==> src/rtl/dmem_req_stage_pkg.sv <==
// Shared types for the EX/MEM data-memory request stage.
//   wb_src_t        writeback source select carried in the bundle
//   mem_op_t        load/store size and signedness
//   req_state_t     request FSM states
//   exmem_bundle_t  EX result bundle; kill marks a flushed access that is
//                   forwarded only so MEM can absorb its bus response
package dmem_req_stage_pkg;

   typedef enum logic [1:0] {
      SEL_ALU = 2'd0,
      SEL_MEM = 2'd1,
      SEL_PC4 = 2'd2,
      SEL_CSR = 2'd3
   } wb_src_t;

   typedef enum logic [2:0] {
      MEM_LB  = 3'd0,
      MEM_LH  = 3'd1,
      MEM_LW  = 3'd2,
      MEM_LBU = 3'd3,
      MEM_LHU = 3'd4,
      MEM_SB  = 3'd5,
      MEM_SH  = 3'd6,
      MEM_SW  = 3'd7
   } mem_op_t;

   typedef enum logic [1:0] {
      IDLE  = 2'd0,
      ISSUE = 2'd1,
      HOLD  = 2'd2,
      DRAIN = 2'd3
   } req_state_t;

   localparam logic [3:0] CAUSE_LOAD_MISALIGNED  = 4'd4;
   localparam logic [3:0] CAUSE_STORE_MISALIGNED = 4'd6;

   typedef struct packed {
      logic [31:0] pc;
      logic [31:0] ir;
      logic [31:0] im;
      logic [4:0]  rd;
      logic        rd_wena;
      logic [11:0] csr;
      logic        csr_wena;
      wb_src_t     wb_src;
      mem_op_t     mem_op;
      logic        jump;
      logic        trap;
      logic        exc_pend;
      logic [3:0]  exc_cause;
      logic        kill;
   } exmem_bundle_t;

   // log2 of the access size in bytes
   function automatic logic [1:0] mem_size_log2(input mem_op_t op);
      case (op)
         MEM_LB, MEM_LBU, MEM_SB: return 2'd0;
         MEM_LH, MEM_LHU, MEM_SH: return 2'd1;
         default:                 return 2'd2;
      endcase
   endfunction

endpackage

==> src/rtl/dmem_req_stage_store_align.sv <==
// Byte-lane alignment for data-memory accesses (purely combinational).
//   mem_op     in   access size/type
//   addr_lsb   in   address bits [1:0]
//   wdata_raw  in   store data, unaligned in the LSBs
//   wstrb      out  byte strobes for the addressed lanes
//   wdata      out  store data replicated across all lanes
//   misaligned out  access crosses its natural alignment
module dmem_req_stage_store_align
   import dmem_req_stage_pkg::*;
(
   input  mem_op_t     mem_op,
   input  logic [1:0]  addr_lsb,
   input  logic [31:0] wdata_raw,
   output logic [3:0]  wstrb,
   output logic [31:0] wdata,
   output logic        misaligned
);

   always_comb begin
      wstrb      = 4'hF;
      wdata      = wdata_raw;
      misaligned = 1'b0;
      case (mem_size_log2(mem_op))
         2'd0: begin
            wstrb = 4'b0001 << addr_lsb;
            wdata = {4{wdata_raw[7:0]}};
         end
         2'd1: begin
            wstrb      = 4'b0011 << addr_lsb;
            wdata      = {2{wdata_raw[15:0]}};
            misaligned = addr_lsb[0];
         end
         default: begin
            wstrb      = 4'hF;
            wdata      = wdata_raw;
            misaligned = |addr_lsb;
         end
      endcase
   end

endmodule

==> src/rtl/dmem_req_stage.sv <==
// EX/MEM boundary stage: registers the EX bundle and issues data-memory
// requests on AXI4-Lite AR / AW / W. Misaligned accesses are turned into
// exceptions; non-memory bundles pass through with one cycle of latency.
//   clk, reset_n            clock, async active-low reset
//   flush                   kill younger instructions
//   valid_in / ready_out    EX-side handshake
//   valid_out / ready_in    MEM-side handshake
//   bundle_EX, mem_addr_EX, mem_wdata_EX   EX results
//   bundle_REQ              registered bundle (with kill bit) to MEM
//   dmem_axi_aw*, w*, ar*   AXI4-Lite request channels
//
// state | meaning
// IDLE  | accepting; may hold a passthrough/exception bundle in valid_out
// ISSUE | bus request(s) outstanding; bundle waits for all handshakes
// HOLD  | handshakes done; bundle offered to MEM until ready_in
// DRAIN | flushed mid-issue; finish handshakes, forward bundle with kill=1
module dmem_req_stage
   import dmem_req_stage_pkg::*;
(
   input  logic          clk,
   input  logic          reset_n,
   input  logic          flush,
   input  logic          valid_in,
   output logic          ready_out,
   output logic          valid_out,
   input  logic          ready_in,
   input  exmem_bundle_t bundle_EX,
   input  logic [31:0]   mem_addr_EX,
   input  logic [31:0]   mem_wdata_EX,
   output exmem_bundle_t bundle_REQ,
   output logic [31:0]   dmem_axi_awaddr,
   output logic [2:0]    dmem_axi_awprot,
   output logic          dmem_axi_awvalid,
   input  logic          dmem_axi_awready,
   output logic [31:0]   dmem_axi_wdata,
   output logic [3:0]    dmem_axi_wstrb,
   output logic          dmem_axi_wvalid,
   input  logic          dmem_axi_wready,
   output logic [31:0]   dmem_axi_araddr,
   output logic [2:0]    dmem_axi_arprot,
   output logic          dmem_axi_arvalid,
   input  logic          dmem_axi_arready
);

   req_state_t    state, state_nxt;
   exmem_bundle_t bundle_q, bundle_acc;
   logic          valid_q;
   logic          arvalid_q, awvalid_q, wvalid_q;
   logic [31:0]   araddr_q, awaddr_q, wdata_q;
   logic [3:0]    wstrb_q;

   logic          is_mem, is_load, misaligned;
   logic [3:0]    strb_al;
   logic [31:0]   wdata_al;
   logic          flush_drop, accept, bus_go, out_hs, bus_done;
   logic          ar_hs, aw_hs, w_hs;

   dmem_req_stage_store_align u_align (
      .mem_op     (bundle_EX.mem_op),
      .addr_lsb   (mem_addr_EX[1:0]),
      .wdata_raw  (mem_wdata_EX),
      .wstrb      (strb_al),
      .wdata      (wdata_al),
      .misaligned (misaligned)
   );

   // state register
   always_ff @(posedge clk or negedge reset_n) begin
      if (!reset_n) state <= IDLE;
      else          state <= state_nxt;
   end

   // next-state logic
   always_comb begin
      state_nxt = state;
      case (state)
         IDLE:    if (bus_go) state_nxt = ISSUE;
         ISSUE:   if (flush) state_nxt = DRAIN;
                  else if (bus_done) state_nxt = HOLD;
         HOLD:    if (flush || out_hs) state_nxt = IDLE;
         DRAIN:   if (out_hs) state_nxt = IDLE;
         default: state_nxt = IDLE;
      endcase
   end

   // outputs and handshake qualifiers
   always_comb begin
      is_mem     = (bundle_EX.wb_src == SEL_MEM) && !bundle_EX.exc_pend;
      is_load    = bundle_EX.rd_wena;
      // a killed bundle in DRAIN must still reach MEM, so flush only masks IDLE/HOLD
      flush_drop = flush && ((state == IDLE) || (state == HOLD));
      valid_out  = valid_q && !flush_drop;
      ready_out  = (state == IDLE) && (!valid_out || ready_in);
      accept     = valid_in && ready_out && !flush;
      bus_go     = accept && is_mem && !misaligned;
      out_hs     = valid_out && ready_in;
      ar_hs      = arvalid_q && dmem_axi_arready;
      aw_hs      = awvalid_q && dmem_axi_awready;
      w_hs       = wvalid_q && dmem_axi_wready;
      // true when every channel still asserted completes on this edge
      bus_done   = (!arvalid_q || dmem_axi_arready) &&
                   (!awvalid_q || dmem_axi_awready) &&
                   (!wvalid_q  || dmem_axi_wready);

      bundle_acc      = bundle_EX;
      bundle_acc.kill = 1'b0;
      if (is_mem && misaligned) begin
         bundle_acc.exc_pend  = 1'b1;
         bundle_acc.exc_cause = is_load ? CAUSE_LOAD_MISALIGNED : CAUSE_STORE_MISALIGNED;
         bundle_acc.rd_wena   = 1'b0;
         bundle_acc.csr_wena  = 1'b0;
      end
   end

   always_ff @(posedge clk or negedge reset_n) begin
      if (!reset_n) begin
         bundle_q  <= '0;
         valid_q   <= 1'b0;
         arvalid_q <= 1'b0;
         awvalid_q <= 1'b0;
         wvalid_q  <= 1'b0;
         araddr_q  <= '0;
         awaddr_q  <= '0;
         wdata_q   <= '0;
         wstrb_q   <= '0;
      end else begin
         if (ar_hs) arvalid_q <= 1'b0;
         if (aw_hs) awvalid_q <= 1'b0;
         if (w_hs)  wvalid_q  <= 1'b0;
         case (state)
            IDLE: begin
               if (flush) begin
                  valid_q  <= 1'b0;
                  bundle_q <= '0;
               end else begin
                  if (out_hs) valid_q <= 1'b0;
                  if (accept) begin
                     bundle_q <= bundle_acc;
                     valid_q  <= !bus_go;
                     if (bus_go) begin
                        if (is_load) begin
                           arvalid_q <= 1'b1;
                           araddr_q  <= mem_addr_EX;
                        end else begin
                           awvalid_q <= 1'b1;
                           wvalid_q  <= 1'b1;
                           awaddr_q  <= mem_addr_EX;
                           wdata_q   <= wdata_al;
                           wstrb_q   <= strb_al;
                        end
                     end
                  end
               end
            end
            ISSUE: begin
               if (flush)    bundle_q.kill <= 1'b1;
               if (bus_done) valid_q <= 1'b1;
            end
            HOLD: begin
               if (flush) begin
                  valid_q  <= 1'b0;
                  bundle_q <= '0;
               end else if (out_hs) begin
                  valid_q <= 1'b0;
               end
            end
            DRAIN: begin
               if (out_hs)        valid_q <= 1'b0;
               else if (bus_done) valid_q <= 1'b1;
            end
            default: valid_q <= 1'b0;
         endcase
      end
   end

   assign bundle_REQ       = bundle_q;
   assign dmem_axi_awaddr  = awaddr_q;
   assign dmem_axi_awprot  = 3'b000;
   assign dmem_axi_awvalid = awvalid_q;
   assign dmem_axi_wdata   = wdata_q;
   assign dmem_axi_wstrb   = wstrb_q;
   assign dmem_axi_wvalid  = wvalid_q;
   assign dmem_axi_araddr  = araddr_q;
   assign dmem_axi_arprot  = 3'b000;
   assign dmem_axi_arvalid = arvalid_q;

endmodule

==> config.mk <==
export PLATFORM = sky130hd
export DESIGN_NAME = dmem_req_stage
export DESIGN_NICKNAME = d
export VERILOG_FILES = /design/src/rtl/dmem_req_stage_pkg.sv /design/src/rtl/dmem_req_stage_store_align.sv /design/src/rtl/dmem_req_stage.sv
export SDC_FILE = /design/constraint.sdc
export NUM_CORES = 1
export LEC_CHECK = 0
export ABC_AREA = 1
export ABC_CLOCK_PERIOD_IN_PS = 1990
export BUFFER_PORTS_ARGS = -buffer_cell sky130_fd_sc_hd__buf_2
export CORE_AREA = 2 2 170 172
export DETAILED_ROUTE_END_ITERATION = 10
export DIE_AREA = 0 0 172 174
export PLACE_DENSITY = 0.68
export SYNTH_ARGS = -nofsm -noshare
export SYNTH_HDL_FRONTEND = slang
export SYNTH_SLANG_ARGS = --single-unit
==> constraint.sdc <==
create_clock -name clk -period 1.99 [get_ports clk]
set_input_delay 0.398 -clock clk [delete_from_list [all_inputs] [get_ports clk]]
set_output_delay 0.398 -clock clk [all_outputs]
set_load 0.02 [all_outputs]
# Yosys cells after proc, flatten, opt, wreduce, memory -nomap -nowiden
# Index checks and enable logic that the tools add are counted.
# W data, S select, Z words.
[totals]
regBits = 234
inputBits = 200
out_inout_bits = 239
word_cells = 132
[classes]
eq_ne = 17
shift = 2
muxes = 45
bitwise = 2
n_reduce_logical = 43
[ops]
columns = ["operator", "count"]
rows = [
  ["$mux W128", 3],
  ["$pmux W127 S2", 1],
  ["$pmux W32 S2", 1],
  ["$mux W1", 27],
  ["$logic_and A1 B1 Y1", 15],
  ["$mux W2", 6],
  ["$ne A2 B2 Y1 const B", 5],
  ["$reduce_and A5 Y1", 2],
  ["$eq A3 B3 Y1 const B", 3],
  ["$logic_not A1 Y1", 9],
  ["$pmux W2 S4", 1],
  ["$pmux W4 S2", 1],
  ["$reduce_and A4 Y1", 2],
  ["$eq A2 B1 Y1 const B", 3],
  ["$logic_or A1 B1 Y1", 6],
  ["$ne A3 B3 Y1 const B", 2],
  ["$reduce_or A3 Y1", 2],
  ["$mux W5", 1],
  ["$eq A2 B2 Y1 const B", 2],
  ["$logic_not A2 Y1", 2],
  ["$pmux W1 S4", 1],
  ["$pmux W2 S2", 1],
  ["$shl A1 B2 Y4 const A", 1],
  ["$shl A2 B2 Y4 const A", 1],
  ["other kinds (10)", 11],
]

# Depth between registers and ports, before layout
[depth]
word_depth = 16
depth_mapped = 12

# Cells and area by module
# A second synthesis with hierarchy kept.
[unflattened]
cells_unflattened = 1197
area_unflattened_um2 = 10060.9
[modules_own_cells]
columns = ["mod", "n_inst", "cells_per_inst", "area_each_um2", "seq_area_each_um2"]
rows = [
  ["dmem_req_stage", 1, 1068, 9394.0, 5855.6],
  ["dmem_req_stage_store_align", 1, 129, 666.9, 0.0],
]

# Worst setup path before layout
# No wires, ideal clock.
[synth_path]
path_kind = "reg-to-reg"
start = "reg state[0]"
end = "reg araddr_q[10] (netlist: dmem_axi_araddr[10])"
setup_time_ns = 0.117
arrival_time_ns = 1.589
t_required_ns = 1.873
slack_ns = 0.284
path_stages_with_launch = 12
path_buffers = 1
period_less_slack_ns = 1.706
path_cell_list = "dfrtp_1 > inv_2 > nand2_1 > nand3_1 > nand3_1 > nor2_4 > nand2_1 > nor2_2 > nand2_1 > clkbuf_1 > nand2_1 > nand2_1"
[synth_via]
elab_chain_len = 13
word_cells_on_any_way = 14
classes_between = "1 x eq/ne; 13 x reduce/logical"
[synth_lines]
columns = ["item", "line_no", "source"]
rows = [
  ["from (decl)", "dmem_req_stage.sv:45", "req_state_t state, state_nxt;"],
  ["from (signal assigned)", "dmem_req_stage.sv:70", "else state <= state_nxt;"],
  ["$eq A2 B2 Y1 or $logic_not A2 Y1 (tied branches)", "dmem_req_stage.sv:91, dmem_req_stage.sv:93, dmem_req_stage.sv:130", ""],
  ["$logic_or A1 B1 Y1", "dmem_req_stage.sv:91", "flush_drop = flush && ((state == IDLE) || (state == HOLD));"],
  ["$logic_and A1 B1 Y1", "dmem_req_stage.sv:91", ""],
  ["$logic_not A1 Y1", "dmem_req_stage.sv:92", "valid_out = valid_q && !flush_drop;"],
  ["$logic_and A1 B1 Y1", "dmem_req_stage.sv:92", ""],
  ["$logic_not A1 Y1", "dmem_req_stage.sv:93", "ready_out = (state == IDLE) && (!valid_out || ready_in);"],
  ["$logic_or A1 B1 Y1", "dmem_req_stage.sv:93", ""],
  ["$logic_and A1 B1 Y1", "dmem_req_stage.sv:93", ""],
  ["$logic_and A1 B1 Y1 (2 in series)", "dmem_req_stage.sv:94", "accept = valid_in && ready_out && !flush;"],
  ["$logic_and A1 B1 Y1 (2 in series)", "dmem_req_stage.sv:95", "bus_go = accept && is_mem && !misaligned;"],
  ["$reduce_and A5 Y1 (no line) *", "--", ""],
  ["to (signal assigned)", "dmem_req_stage.sv:143", "araddr_q <= mem_addr_EX;"],
  ["to (decl)", "dmem_req_stage.sv:49", "logic [31:0] araddr_q, awaddr_q, wdata_q;"],
]
# Mark *: on every way between the ends. The rest lies on a longest branch, timed or not.
# A chain may end at the register's enable or synchronous reset.

# Worst setup path in the final report
[layout_path]
start = "reg state[0]"
end = "out ready_out"
[layout_via]
elab_chain_len = 8
word_cells_on_any_way = 9
classes_between = "1 x eq/ne; 8 x reduce/logical"
[layout_lines]
columns = ["item", "line_no", "source"]
rows = [
  ["$eq A2 B2 Y1 or $logic_not A2 Y1 (tied branches)", "dmem_req_stage.sv:91, dmem_req_stage.sv:93", ""],
  ["$logic_or A1 B1 Y1", "dmem_req_stage.sv:91", ""],
  ["$logic_and A1 B1 Y1", "dmem_req_stage.sv:91", ""],
  ["$logic_not A1 Y1", "dmem_req_stage.sv:92", ""],
  ["$logic_and A1 B1 Y1", "dmem_req_stage.sv:92", ""],
  ["$logic_not A1 Y1", "dmem_req_stage.sv:93", ""],
  ["$logic_or A1 B1 Y1", "dmem_req_stage.sv:93", ""],
  ["$logic_and A1 B1 Y1 *", "dmem_req_stage.sv:93", ""],
  ["to (decl)", "dmem_req_stage.sv:24", "output logic ready_out,"],
]
# Marked as above.

==> flow_summary_export.csv <==
group,metric,value,unit
status,outcome,"complete, no violations",
route,drc,0,
clock_tree,cts_root_buf,"clkbuf_16",
route,wl,31.8,mm
sta,final_hold_viol_count,0,
global_routing,antenna_found_initial,7,
placement,gp_routability_congestion,0.834,
clock_tree,cts.path.max_buffers,3,
setup_path,critPathCaptureType,"primary output",
sta,post-route-period-util,0.955,
cells_and_area,nets,1550,
setup_path,arrival,1.50,ns
sta,setup_violations,0,
floorplan,die_x,172,microns
floorplan,core,28200,sq um
route,vias,8355,
placement,place_ws,-0.0654,ns
clock_tree,cts_htree_levels,1,
pwr,ir_drop,646,uV
cells_and_area,final_cell_mix,"430 x buf_2, 321 x nand2_1, 234 x dfrtp_1",
run,drv_cap,0,
clock_tree,clk_latency,0.52,ns
global_routing,grt_use_total,0.197,
floorplan,die_height,174,microns
synth,syn_avg_cell_area,10.1,sq um
synth,synthArstFlopShare,1.00,
clock_tree,cts_tree,"yes",
global_routing,grt_pass1_vias,8347,
sta,finClkSkew,0.00740,ns
placement,portBuffers,431,
synth,synth-seq-cells,234,
cells_and_area,design_area,13100,sq um
global_routing,grt_max_degree,77,
global_routing,overflow,0,
setup_path,cp-start-kind,"register",
setup_path,rrSetupSlack,0.16,ns
cells_and_area,stdcell_count,1760,
placement,dp_cells,1695,
cells_and_area,area_delta_synth_final,42.0,%
synth,syn_area,9250,sq um
placement,dpl.hpwl,21.6,mm
pwr,p_per_area,1260,nW/um^2
clock_tree,cts_sinks,234,
route,wl_per_cell,18.1,microns
route,vias_per_cell,4.75,
synth,synth_edf_count,0,
setup_path,worstPathRequired,1.59,ns
cells_and_area,fin_util,0.465,
synth,synth_top_area_cell,"dfrtp_1",
global_routing,grt_util_met2,0.335,
clock_tree,clkTransAtPathRegs,0.06,ns
cells_and_area,drive_gt1_frac,0.381,
pwr,leakage,7.74,nW
global_routing,grt_pass1_wl,46.2,mm
floorplan,die_area,29900,sq um
route,drtPass1Iterations,4,
sta,worst_slack,0.0890,ns
sta,min_period,1.90,ns
synth,yosys_warnings,0,
synth,synthCells,911,
global_routing,use_met1,0.229,
sta,drv_slew,0,
clock_tree,cts-buffers-inserted,26,
floorplan,io_pins,439,
global_routing,busiest_layer,"met2",
synth,synth_cell_types,22,
floorplan,start_util,0.327,
floorplan,core.rowCount,62,
synth,yosys.area.top_type_share,0.633,
worst_hold_path,hp-class,"input pin to register",
placement,placed_area,12000,sq um
cells_and_area,layout_commonest_cell,"buf_2",
global_routing,met3_usage,0.0653,
synth,ys_dominant_reg_cell,"dfrtp_1",
setup_path,crit_type,"register to primary output",
route,postRouteAntennaNets,0,
pwr,finalPower,16.5,mW
sta,max_freq,526,MHz
route,initialDrtViolationCount,437,
setup_path,path_max_fanout,4,
synth,synthTopCellsByArea,"dfrtp_1 63%, nand2_1 13%, a22o_1 11%, nand3_1 6.8%, buf_4 1.2%",
synth,yosysSeqAreaShare,0.633,
-- per-stage QoR --
step / setup TNS, ns / hold WS (ns)
after floorplan: 0 / 0.102
after global placement: -4.15 / 0.294
after detailed placement: -3.72 / 0.295
after CTS: 0 / 0.0775
after global routing: -0.0117 / 0.0816
final: 0 / 0.101
-- what timing repair did --
action | in CTS | in global routing
cloned | 1 | 6
pin swaps | 2 | 0
endpoints found under the hold margin | 33 | 0
setup endpoints to repair | 87 | 131
gates resized for setup | 3 | 10
hold buffers | 1 | 0
setup buffers | 3 | 0
-- registers in the layout (all words and copies together), names as in the netlist --
| signal | cells |
|---|---|
| dmem_axi_awaddr | 32 |
| dmem_axi_arvalid | 1 |
| dmem_axi_wvalid | 1 |
| state | 2 |
| dmem_axi_wdata | 32 |
| valid_q | 1 |
| dmem_axi_awvalid | 1 |
| bundle_REQ | 128 |
| dmem_axi_araddr | 32 |
| dmem_axi_wstrb | 4 |
-- worst max-delay path, stage by stage (launching register included) --
cell,delay [ns]
dfrtp_1,0.42
inv_2,0.10
nand2_1,0.10
nand3_2,0.09
nand2_1,0.07
inv_1,0.05
buf_2,0.15
-- cell usage after synthesis (2+ instances only) --
master,number
nand2_1,323
dfrtp_1,234
nand3_1,126
a22o_1,116
clkbuf_1,24
inv_1,21
buf_4,15
buf_2,14
buf_1,13
o21ai_0,7
nor2_1,5
a21oi_1,2
inv_2,2
-- path summary, 6_finish.rpt --
path                                     from             endpoint  cells past startpoint
setup / recovery                     state[0]            ready_out                      6
hold / removal                  bundle_EX[13]       bundle_REQ[13]                      3
setup reg to reg                     state[0]  dmem_axi_awaddr[13]                     12
hold reg to reg            dmem_axi_wdata[13]   dmem_axi_wdata[13]                      2
max in group asynchronous             reset_n       bundle_REQ[16]                      3
min in group asynchronous             reset_n   dmem_axi_araddr[4]                      2
-- layout make-up --
| class | count | area (sq um) |
|---|---|---|
| fillers | 2748 | 15100 |
| flip-flops and latches | 234 | 5860 |
| multi-input cells | 592 | 3040 |
| repair buffers | 472 | 2760 |
| clock buffers | 43 | 806 |
| well taps | 384 | 480 |
| inverters | 24 | 92.6 |
| clock inverters | 5 | 77.6 |
| diodes | 6 | 15.0 |
-- power by group --
group | leakage (nW) | total [mW] | internal, mW | switching [mW]
registers | 3.17 | 6.40 | 5.82 | 0.575
logic | 4.13 | 5.23 | 1.83 | 3.40
clock network | 0.430 | 4.90 | 3.00 | 1.90
-- logic make-up after synthesis --
logic type / Yosys count / synth area share
and+or+nand+nor: 458 / 0.204
DFF: 234 / 0.633
AOI/OAI and AO/OA: 128 / 0.117
buffers and inverters: 90 / 0.0445
other: 1 / 0.000406
-- routing by layer --
layer / share of wire / wire length (microns)
met4: 0.030 / 943
met3: 0.091 / 2900
met2: 0.49 / 15700
met1: 0.39 / 12300
met5: 0.00091 / 29
Power figures use the tool's default switching activity.
